$ cat src/rtl/aes_ctrl_pkg.sv
// Shared definitions for the AES request sequencer: operand widths, command and status codes, FSM states.
package aes_ctrl_pkg;

  localparam int WORD_W = 32;
  localparam int KEY_W  = 128;
  localparam int BLK_W  = 128;

  localparam logic [WORD_W-1:0] CMD_SET_KEY = 32'h0000_0001;
  localparam logic [WORD_W-1:0] CMD_ENCRYPT = 32'h0000_0002;
  localparam logic [WORD_W-1:0] CMD_DECRYPT = 32'h0000_0003;

  localparam logic [1:0] AES_ST_OK      = 2'd0;
  localparam logic [1:0] AES_ST_BADCMD  = 2'd1;
  localparam logic [1:0] AES_ST_NOKEY   = 2'd2;
  localparam logic [1:0] AES_ST_TIMEOUT = 2'd3;

  typedef enum logic [1:0] {
    ST_IDLE  = 2'd0,
    ST_ISSUE = 2'd1,
    ST_WAIT  = 2'd2,
    ST_RESP  = 2'd3
  } state_e;

  function automatic logic cmd_known(input logic [WORD_W-1:0] c);
    return (c == CMD_SET_KEY) || (c == CMD_ENCRYPT) || (c == CMD_DECRYPT);
  endfunction

endpackage

$ cat src/rtl/aes_ctrl_timer.sv
// Load/run/expire down-counter bounding how long the sequencer waits for the core.
module aes_ctrl_timer #(
  parameter int CYCLES = 64
) (
  input  logic clk,
  input  logic reset,
  input  logic load,
  input  logic run,
  output logic expire
);

  localparam int CW = $clog2(CYCLES + 1);

  logic [CW-1:0] count;

  // Loaded with CYCLES-1 so expiry lands on the CYCLES-th running cycle.
  always_ff @(posedge clk or posedge reset) begin
    if (reset)                    count <= '0;
    else if (load)                count <= CW'(CYCLES - 1);
    else if (run && count != '0)  count <= count - 1'b1;
  end

  assign expire = run && (count == '0);

endmodule

$ cat src/rtl/aes_ctrl.sv
// Command sequencer for the AES core: accepts one request, launches it, returns result + status.
// Optional wait watchdog compiled in with AES_CTRL_WATCHDOG_EN.
module aes_ctrl
  import aes_ctrl_pkg::*;
#(
  parameter int TIMEOUT_CYCLES = 64
) (
  input  logic              clk,
  input  logic              reset,
  input  logic              s_valid,
  output logic              s_ready,
  input  logic [WORD_W-1:0] s_cmd,
  input  logic [KEY_W-1:0]  s_key,
  input  logic [BLK_W-1:0]  s_blk,
  output logic              m_valid,
  input  logic              m_ready,
  output logic [BLK_W-1:0]  m_blk,
  output logic [1:0]        m_status,
  output logic              key_valid,
  output logic              aes_en,
  output logic [WORD_W-1:0] aes_cmd,
  output logic [KEY_W-1:0]  aes_key,
  output logic [BLK_W-1:0]  aes_in_blk,
  input  logic [BLK_W-1:0]  aes_out_blk,
  input  logic              aes_en_o
);

  state_e state;
  logic   launch_ok;
  logic   wd_expire;

  // Launch decision looks only at registered operands, never at the request port.
  assign launch_ok = cmd_known(aes_cmd) && ((aes_cmd == CMD_SET_KEY) || key_valid);
  assign aes_en    = (state == ST_ISSUE) && launch_ok;

`ifdef AES_CTRL_WATCHDOG_EN
  aes_ctrl_timer #(.CYCLES(TIMEOUT_CYCLES)) u_timer (
    .clk    (clk),
    .reset  (reset),
    .load   (aes_en),
    .run    (state == ST_WAIT),
    .expire (wd_expire)
  );
`else
  // Never expires; the parameter stays so instantiations do not depend on the build.
  assign wd_expire = (TIMEOUT_CYCLES < 0);
`endif

  always_ff @(posedge clk or posedge reset) begin
    if (reset) begin
      state      <= ST_IDLE;
      s_ready    <= 1'b0;
      m_valid    <= 1'b0;
      m_blk      <= '0;
      m_status   <= AES_ST_OK;
      key_valid  <= 1'b0;
      aes_cmd    <= '0;
      aes_key    <= '0;
      aes_in_blk <= '0;
    end else begin
      case (state)
        ST_IDLE: begin
          s_ready <= 1'b1;
          if (s_valid && s_ready) begin
            aes_cmd    <= s_cmd;
            aes_key    <= s_key;
            aes_in_blk <= s_blk;
            s_ready    <= 1'b0;
            state      <= ST_ISSUE;
          end
        end
        ST_ISSUE: begin
          if (!cmd_known(aes_cmd)) begin
            m_status <= AES_ST_BADCMD;
            m_blk    <= '0;
            m_valid  <= 1'b1;
            state    <= ST_RESP;
          end else if (!launch_ok) begin
            m_status <= AES_ST_NOKEY;
            m_blk    <= '0;
            m_valid  <= 1'b1;
            state    <= ST_RESP;
          end else begin
            // Round-key RAM is about to be overwritten.
            if (aes_cmd == CMD_SET_KEY) key_valid <= 1'b0;
            state <= ST_WAIT;
          end
        end
        ST_WAIT: begin
          if (aes_en_o) begin
            m_status <= AES_ST_OK;
            m_blk    <= (aes_cmd == CMD_SET_KEY) ? '0 : aes_out_blk;
            if (aes_cmd == CMD_SET_KEY) key_valid <= 1'b1;
            m_valid  <= 1'b1;
            state    <= ST_RESP;
          end else if (wd_expire) begin
            m_status <= AES_ST_TIMEOUT;
            m_blk    <= '0;
            m_valid  <= 1'b1;
            state    <= ST_RESP;
          end
        end
        ST_RESP: begin
          if (m_ready) begin
            m_valid <= 1'b0;
            s_ready <= 1'b1;
            state   <= ST_IDLE;
          end
        end
        default: state <= ST_IDLE;
      endcase
    end
  end

endmodule

$ cat config.mk
export PLATFORM = sky130hd
export DESIGN_NAME = aes_ctrl
export DESIGN_NICKNAME = d
export VERILOG_FILES = /design/src/rtl/aes_ctrl_pkg.sv /design/src/rtl/aes_ctrl_timer.sv /design/src/rtl/aes_ctrl.sv
export SDC_FILE = /design/constraint.sdc
export NUM_CORES = 1
export LEC_CHECK = 0
export CAP_MARGIN = 20
export CORE_AREA = 2 2 326 328
export CTS_BUF_LIST = sky130_fd_sc_hd__clkbuf_4 sky130_fd_sc_hd__clkbuf_8
export DETAILED_ROUTE_END_ITERATION = 8
export DIE_AREA = 0 0 328 330
export GPL_ROUTABILITY_DRIVEN = 0
export PLACE_DENSITY = 0.39
export SKIP_CTS_REPAIR_TIMING = 1
export SLEW_MARGIN = 25
export SYNTH_ARGS = -nofsm -noshare
export SYNTH_HDL_FRONTEND = slang
export SYNTH_SLANG_ARGS = --single-unit
$ cat constraint.sdc
create_clock -name clk -period 13.1 [get_ports clk]
set_input_delay 1.31 -clock clk [delete_from_list [all_inputs] [get_ports clk]]
set_output_delay 1.31 -clock clk [all_outputs]
set_load 0.01 [all_outputs]
==> results.json, run 1 <==
{
  "status": "completed",
  "via_per_inst": 4.09,
  "path_clk_slew_ns": 0.06,
  "cp_top_family": "simple AND/OR/NAND/NOR gates",
  "rrSetupSlack_ns": 9.39,
  "die_h_um": 330,
  "cts_made_buffers": 86,
  "place_area_um2": 27000,
  "ios": 843,
  "relSlewSlack_pct": 31.1,
  "final_util_pct": 27.7,
  "drv_cap": 0,
  "grt_pass1_vias": 15100,
  "cts-root-buf": "clkbuf_8",
  "drtPass1Iterations": 5,
  "rows": 119,
  "nets": 2399,
  "synthArstFlopShare_pct": 100,
  "drc": 0,
  "ant_nets": 0,
  "htree_levels": 3,
  "antenna_found_initial": 39,
  "fin_area_um2": 29000,
  "synth_cells": 1132,
  "drive_above_1_share_pct": 23.0,
  "clock-sinks": 423,
  "worstPathArrival_ns": 3.61,
  "hp-class": "flop to flop",
  "switching_share_pct": 34.7,
  "total_power_mw": 7.19,
  "power_density_nw_per_um2": 248,
  "post_drt_wl_per_cell_um": 24.0,
  "routed-via-count": 14100,
  "synthTopCellsByArea": "dfrtp_1 (61%), mux2_2 (19%), a221o_1 (7.5%), and4_1 (6.5%), clkbuf_1 (1.4%)",
  "syn_avg_cell_area_um2": 15.2,
  "rsz0062_at_grt": "no",
  "clkPwrFrac_pct": 21.4,
  "clk_latency_ns": 0.73,
  "ys_ff_latch": 423,
  "die_w_um": 328,
  "startpoint_type": "flop",
  "netlist.area_leader.share_pct": 61.4,
  "grt_pass1_wl_mm": 115,
  "internal-power_mw": 4.69,
  "ir_worst_vdd_mv": 0.128,
  "pwr-share-seq_pct": 33.8,
  "switching_power_mw": 2.50,
  "max_clock_freq_mhz": 203,
  "hpwl_mm": 59.5,
  "p_leak_nw": 11.9,
  "gr-total-overflow": 0,
  "period_share_pct": 37.5,
  "cts_buffer_depth": 3,
  "synth.distinct_cells": 34,
  "portBuffers": 842,
  "core_um2": 105000,
  "yosysSeqAreaShare_pct": 61.4,
  "worst_setup_path_end_kind": "output port",
  "period_minus_slack_ns": 4.92,
  "yosys_warnings": 0,
  "clock_skew_ns": 0.0415,
  "finalMaxSlewViolations": 0,
  "finalSetupViolCount": 0,
  "worstPathRequired_ns": 11.79,
  "max_stage_delay_ns": 0.82,
  "power_frac_comb_pct": 44.8,
  "synth_top_flop_cell": "dfrtp_1",
  "routed_wl_mm": 82.6,
  "area_growth_pct": 68.3,
  "initial_core_util_pct": 16.5,
  "cp_slowest_cell": "and4_4",
  "worstMarginPinSlew_ns": 1.03,
  "grt_max_degree": 173,
  "yosysTopAreaCell": "dfrtp_1",
  "groute.usage.overall_pct": 14.6,
  "tns_ns": 0,
  "cts_tree": "built",
  "synth_nets": 1558,
  "path_class": "flop to output port",
  "syn-cell-area_um2": 17300,
  "cp_cell_sequence": "nor4_1 -> and4_4 -> and3_1 -> clkdlybuf4s50_1",
  "die-area_um2": 108000,
  "worstPathMaxFanout": 53,
  "crit_buf_inv": 1,
  "drt_iter0_drc": 537,
  "synth_edf_count": 0,
  "hold_violations": 0
}
==> cells by family (layout without fill, tap and decap cells) <==
logic type	after synthesis	after routing	share of synthesized area (%)
AO/OA/AOI/OAI	147	147	8.27
multiplexers	292	292	19.0
AND/OR/NAND/NOR	157	157	7.55
other	0	15	0
flip-flops	423	423	61.4
adder cells (fa/ha/maj)	5	5	0.363
buffers and inverters	108	1016	3.42
==> cells in the mapped netlist (all sizes together), types with 3 or more instances <==
| master | count |
|---|---|
| clkbuf | 64 |
| and4 | 129 |
| dfrtp | 423 |
| nor2 | 3 |
| buf | 40 |
| nand3 | 3 |
| nand2 | 6 |
| ha | 5 |
| a221o | 129 |
| nor4 | 7 |
| inv | 4 |
| mux2 | 290 |
| o21ai | 8 |
==> routing by layer <==
metal	vias to the layer above	wire length, um	track usage, %
met5	-	60	0
met1	7189	31200	16.5
li1	6099	-	-
met4	10	2240	5.59
met2	647	40900	24.5
met3	150	8190	6.36
==> state kept, by name (all words and copies together) (netlist names) <==
name / count
aes_in_blk: 128
aes_key: 128
m_blk: 128
aes_cmd: 32
m_status: 2
state: 2
key_valid: 1
m_valid: 1
s_ready: 1
==> worst register-to-register path, cell delays in order, from the launching register on <==
cell and delay [ns]:
dfrtp_1 0.39, nor4_1 0.80, and4_4 0.82, a31oi_4 0.21
buf_4 0.34, buf_4 0.50, a221o_1 0.49
==> area by class of cell <==
| type | count | area, um2 |
|---|---|---|
| timing repair buffer | 857 | 8630 |
| multi-input combinational | 601 | 6110 |
| fill | 10800 | 75600 |
| inverter | 4 | 27.5 |
| sequential | 423 | 10600 |
| clock buffer | 142 | 1750 |
| tap | 1391 | 1740 |
| clock inverter | 13 | 163 |
| antenna | 15 | 37.5 |
==> placed cells by master, fill, tap and decap left out, types with 2 or more instances in the layout <==
cell,n
inv_8,2
o211ai_1,2
bufinv_16,2
nand3_1,2
inv_1,3
dfrtp_1,423
and4_1,128
clkinvlp_4,2
ha_1,5
clkbuf_8,109
mux2_2,289
nor4_1,7
o21ai_0,8
a221o_1,129
nor2_1,2
clkbuf_4,33
clkdlybuf4s50_1,842
nand2b_1,2
buf_4,10
buf_16,3
clkinv_2,4
nand2_1,5
buf_12,2
diode_2,15
mux2i_1,2
==> final timing paths <==
| kind | start | endpoint | cells after the start |
|---|---|---|---|
| max | aes_cmd[15]$_DFFE_PP0P_ | aes_en | 4 |
| min | m_valid$_DFFE_PP0P_ | m_valid$_DFFE_PP0P_ | 1 |
| max reg2reg | aes_cmd[15]$_DFFE_PP0P_ | m_blk[67]$_DFFE_PP0P_ | 6 |
| min reg2reg | m_valid$_DFFE_PP0P_ | m_valid$_DFFE_PP0P_ | 1 |
| max in group asynchronous | reset | aes_in_blk[57]$_DFFE_PP0P_ | 4 |
| min in group asynchronous | reset | aes_in_blk[119]$_DFFE_PP0P_ | 2 |
==> through the flow <==
stage,setup slack [ns],cells,hold slack [ns]
2_1_floorplan,0.0135,1132,0.529
3_3_place_gp,8.79,3273,0.478
3_5_place_dp,8.75,3274,0.486
4_1_cts,7.91,3429,0.499
5_1_grt,7.90,3442,0.510
6_report,8.18,3446,0.489
==> power groups by stage <==
stage               Combinational (mW)  Sequential, mW  Clock, mW
detailed placement                3.25            2.43          0
finish                            3.22            2.43       1.54
CTS                               3.27            2.43       1.62
floorplan                         1.02            2.65          0
global route                      3.42            2.52       1.67
global placement                  3.25            2.41          0
Power figures use the tool's default switching activity.
==> run 2, diff against run 1 <==
==> constraint.sdc (replaced) <==
create_clock -name clk -period 4.25 [get_ports clk]
set_input_delay 0.425 -clock clk [delete_from_list [all_inputs] [get_ports clk]]
set_output_delay 0.425 -clock clk [all_outputs]
set_load 0.01 [all_outputs]
==> run 2 against run 1 <==
Total power rose to 3.1 times the previous value. Setup slack worse by 7.6 ns. Hold slack worse by 0.18 ns. Clock skew decreased by 0.0049 ns. Combinational power rose to 3.1 times the previous value. Final cell count decreased by 0.17%. Utilization barely moved. Critical path type unchanged. Largest power group unchanged.
==> results.json, run 2 (synthesis results as in run 1) <==
{
  "max_clock_freq_mhz": 272,
  "drive_above_1_share_pct": 22.9,
  "pwr-share-seq_pct": 33.8,
  "via_per_inst": 4.07,
  "period_minus_slack_ns": 3.68,
  "place_area_um2": 27200,
  "cts-root-buf": "clkbuf_8",
  "clock_skew_ns": 0.0366,
  "antenna_found_initial": 31,
  "hold_violations": 0,
  "area_growth_pct": 68.6,
  "grt_pass1_wl_mm": 111,
  "crit_buf_inv": 2,
  "grt_pass1_vias": 15100,
  "fin_area_um2": 29100,
  "rrSetupSlack_ns": 1.08,
  "status": "completed",
  "finalSetupViolCount": 0,
  "internal-power_mw": 14.5,
  "reg.largest.list": "aes_in_blk x128, aes_key x128, m_blk x128",
  "startpoint_type": "flop",
  "initial_core_util_pct": 16.5,
  "die-area_um2": 108000,
  "final_cell_mix": "clkdlybuf4s50_1 (842), dfrtp_1 (423), mux2_2 (289)",
  "period_share_pct": 86.6,
  "rows": 119,
  "cts_tree": "built",
  "switching_share_pct": 34.2,
  "clk_latency_ns": 0.71,
  "power_density_nw_per_um2": 755,
  "drc": 0,
  "worstMarginPinSlew_ns": 1.10,
  "ant_nets": 0,
  "total_power_mw": 22.0,
  "ir_worst_vdd_mv": 0.441,
  "rsz0062_at_grt": "no",
  "clock-sinks": 423,
  "dp_cells": 3280,
  "worstPathArrival_ns": 3.25,
  "nFillCells": 10700,
  "path_clk_slew_ns": 0.06,
  "nets": 2405,
  "drv_cap": 0,
  "post_drt_wl_per_cell_um": 23.1,
  "worstPathMaxFanout": 23,
  "portBuffers": 842,
  "p_leak_nw": 11.9,
  "switching_power_mw": 7.50,
  "cp_top_family": "simple AND/OR/NAND/NOR gates",
  "routed-via-count": 14000,
  "path_class": "flop to output port",
  "hpwl_mm": 58.0,
  "power_frac_comb_pct": 44.8,
  "cts_made_buffers": 87,
  "finalMaxSlewViolations": 0,
  "fin_cells": 3440,
  "multi_input_area_um2": 6110,
  "groute.usage.overall_pct": 14.1,
  "clkPwrFrac_pct": 21.4,
  "ios": 843,
  "drt_iter0_drc": 601,
  "final_common_cell": "clkdlybuf4s50_1",
  "max_stage_delay_ns": 0.71,
  "routed_wl_mm": 79.6,
  "die_h_um": 330,
  "drtPass1Iterations": 4,
  "grt_max_degree": 150,
  "core_um2": 105000,
  "cts_buffer_depth": 3,
  "hp-class": "input pin to flop",
  "worst_setup_path_end_kind": "output port",
  "htree_levels": 3,
  "cp_slowest_cell": "nor4_1",
  "die_w_um": 328,
  "seq_area_um2": 10600,
  "timing.hold.ws_ns": 0.309,
  "worstPathRequired_ns": 3.83,
  "cp_cell_sequence": "nor4_1 -> buf_4 -> and4_4 -> and3_1 -> clkdlybuf4s50_1",
  "gr-total-overflow": 0,
  "relSlewSlack_pct": 26.4
}
[run 2: worst reg2reg max path: stages, from the launching register on]
cell and delay [ns]:
dfrtp_1 0.39, nor4_1 0.71, buf_4 0.22, and4_4 0.38, buf_4 0.73, and4_1 0.55
a221o_1 0.11
[run 2: metrics by stage]
stage	utilization [%]	setup TNS (ns)	setup WS [ns]
global placement	25.9	0	1.19
CTS	27.7	0	0.447
detailed placement	25.9	0	1.17
floorplan	-	-796.28	-1.88
finish	27.8	0	0.570
global route	27.8	0	0.360
[run 2: final timing paths]
kind / from / to / depth (start not counted)
setup / recovery: aes_cmd[12]$_DFFE_PP0P_ / aes_en / 5
hold / removal: s_blk[101] / aes_in_blk[101]$_DFFE_PP0P_ / 2
setup reg to reg: aes_cmd[12]$_DFFE_PP0P_ / m_blk[80]$_DFFE_PP0P_ / 6
hold reg to reg: aes_in_blk[12]$_DFFE_PP0P_ / aes_in_blk[12]$_DFFE_PP0P_ / 1
max in group asynchronous: reset / aes_in_blk[0]$_DFFE_PP0P_ / 5
min in group asynchronous: reset / aes_key[30]$_DFFE_PP0P_ / 3
[run 2: power groups by stage]
| stage | combinational, mW | sequential (mW) | clock (mW) |
|---|---|---|---|
| after CTS | 10.1 | 7.45 | 4.93 |
| after global placement | 10.0 | 7.40 | 0 |
| after floorplan | 3.14 | 8.16 | 0 |
| after detailed placement | 10.0 | 7.44 | 0 |
| final | 9.84 | 7.42 | 4.69 |
| after global routing | 10.5 | 7.70 | 5.10 |
[run 2: metal layers]
metal  track usage (%)  share of wire (%)  vias to the layer above  wire [um]
met4              4.17                2.1                        6       1650
met2              24.2                 50                      666      40100
met5                 0              0.039                        -         31
met1              15.6                 37                     7102      29500
met3              6.62                 10                      126       8260
li1                  -                  -                     6099          -
[run 2: cell type report]
type | count | area share, %
Sequential cell | 423 | 36.4
Timing Repair Buffer | 862 | 29.9
Multi-Input combinational cell | 601 | 21.0
Tap cell | 1391 | 5.99
Clock buffer | 134 | 5.85
Clock inverter | 15 | 0.658
Antenna cell | 10 | 0.0861
Inverter | 4 | 0.0645
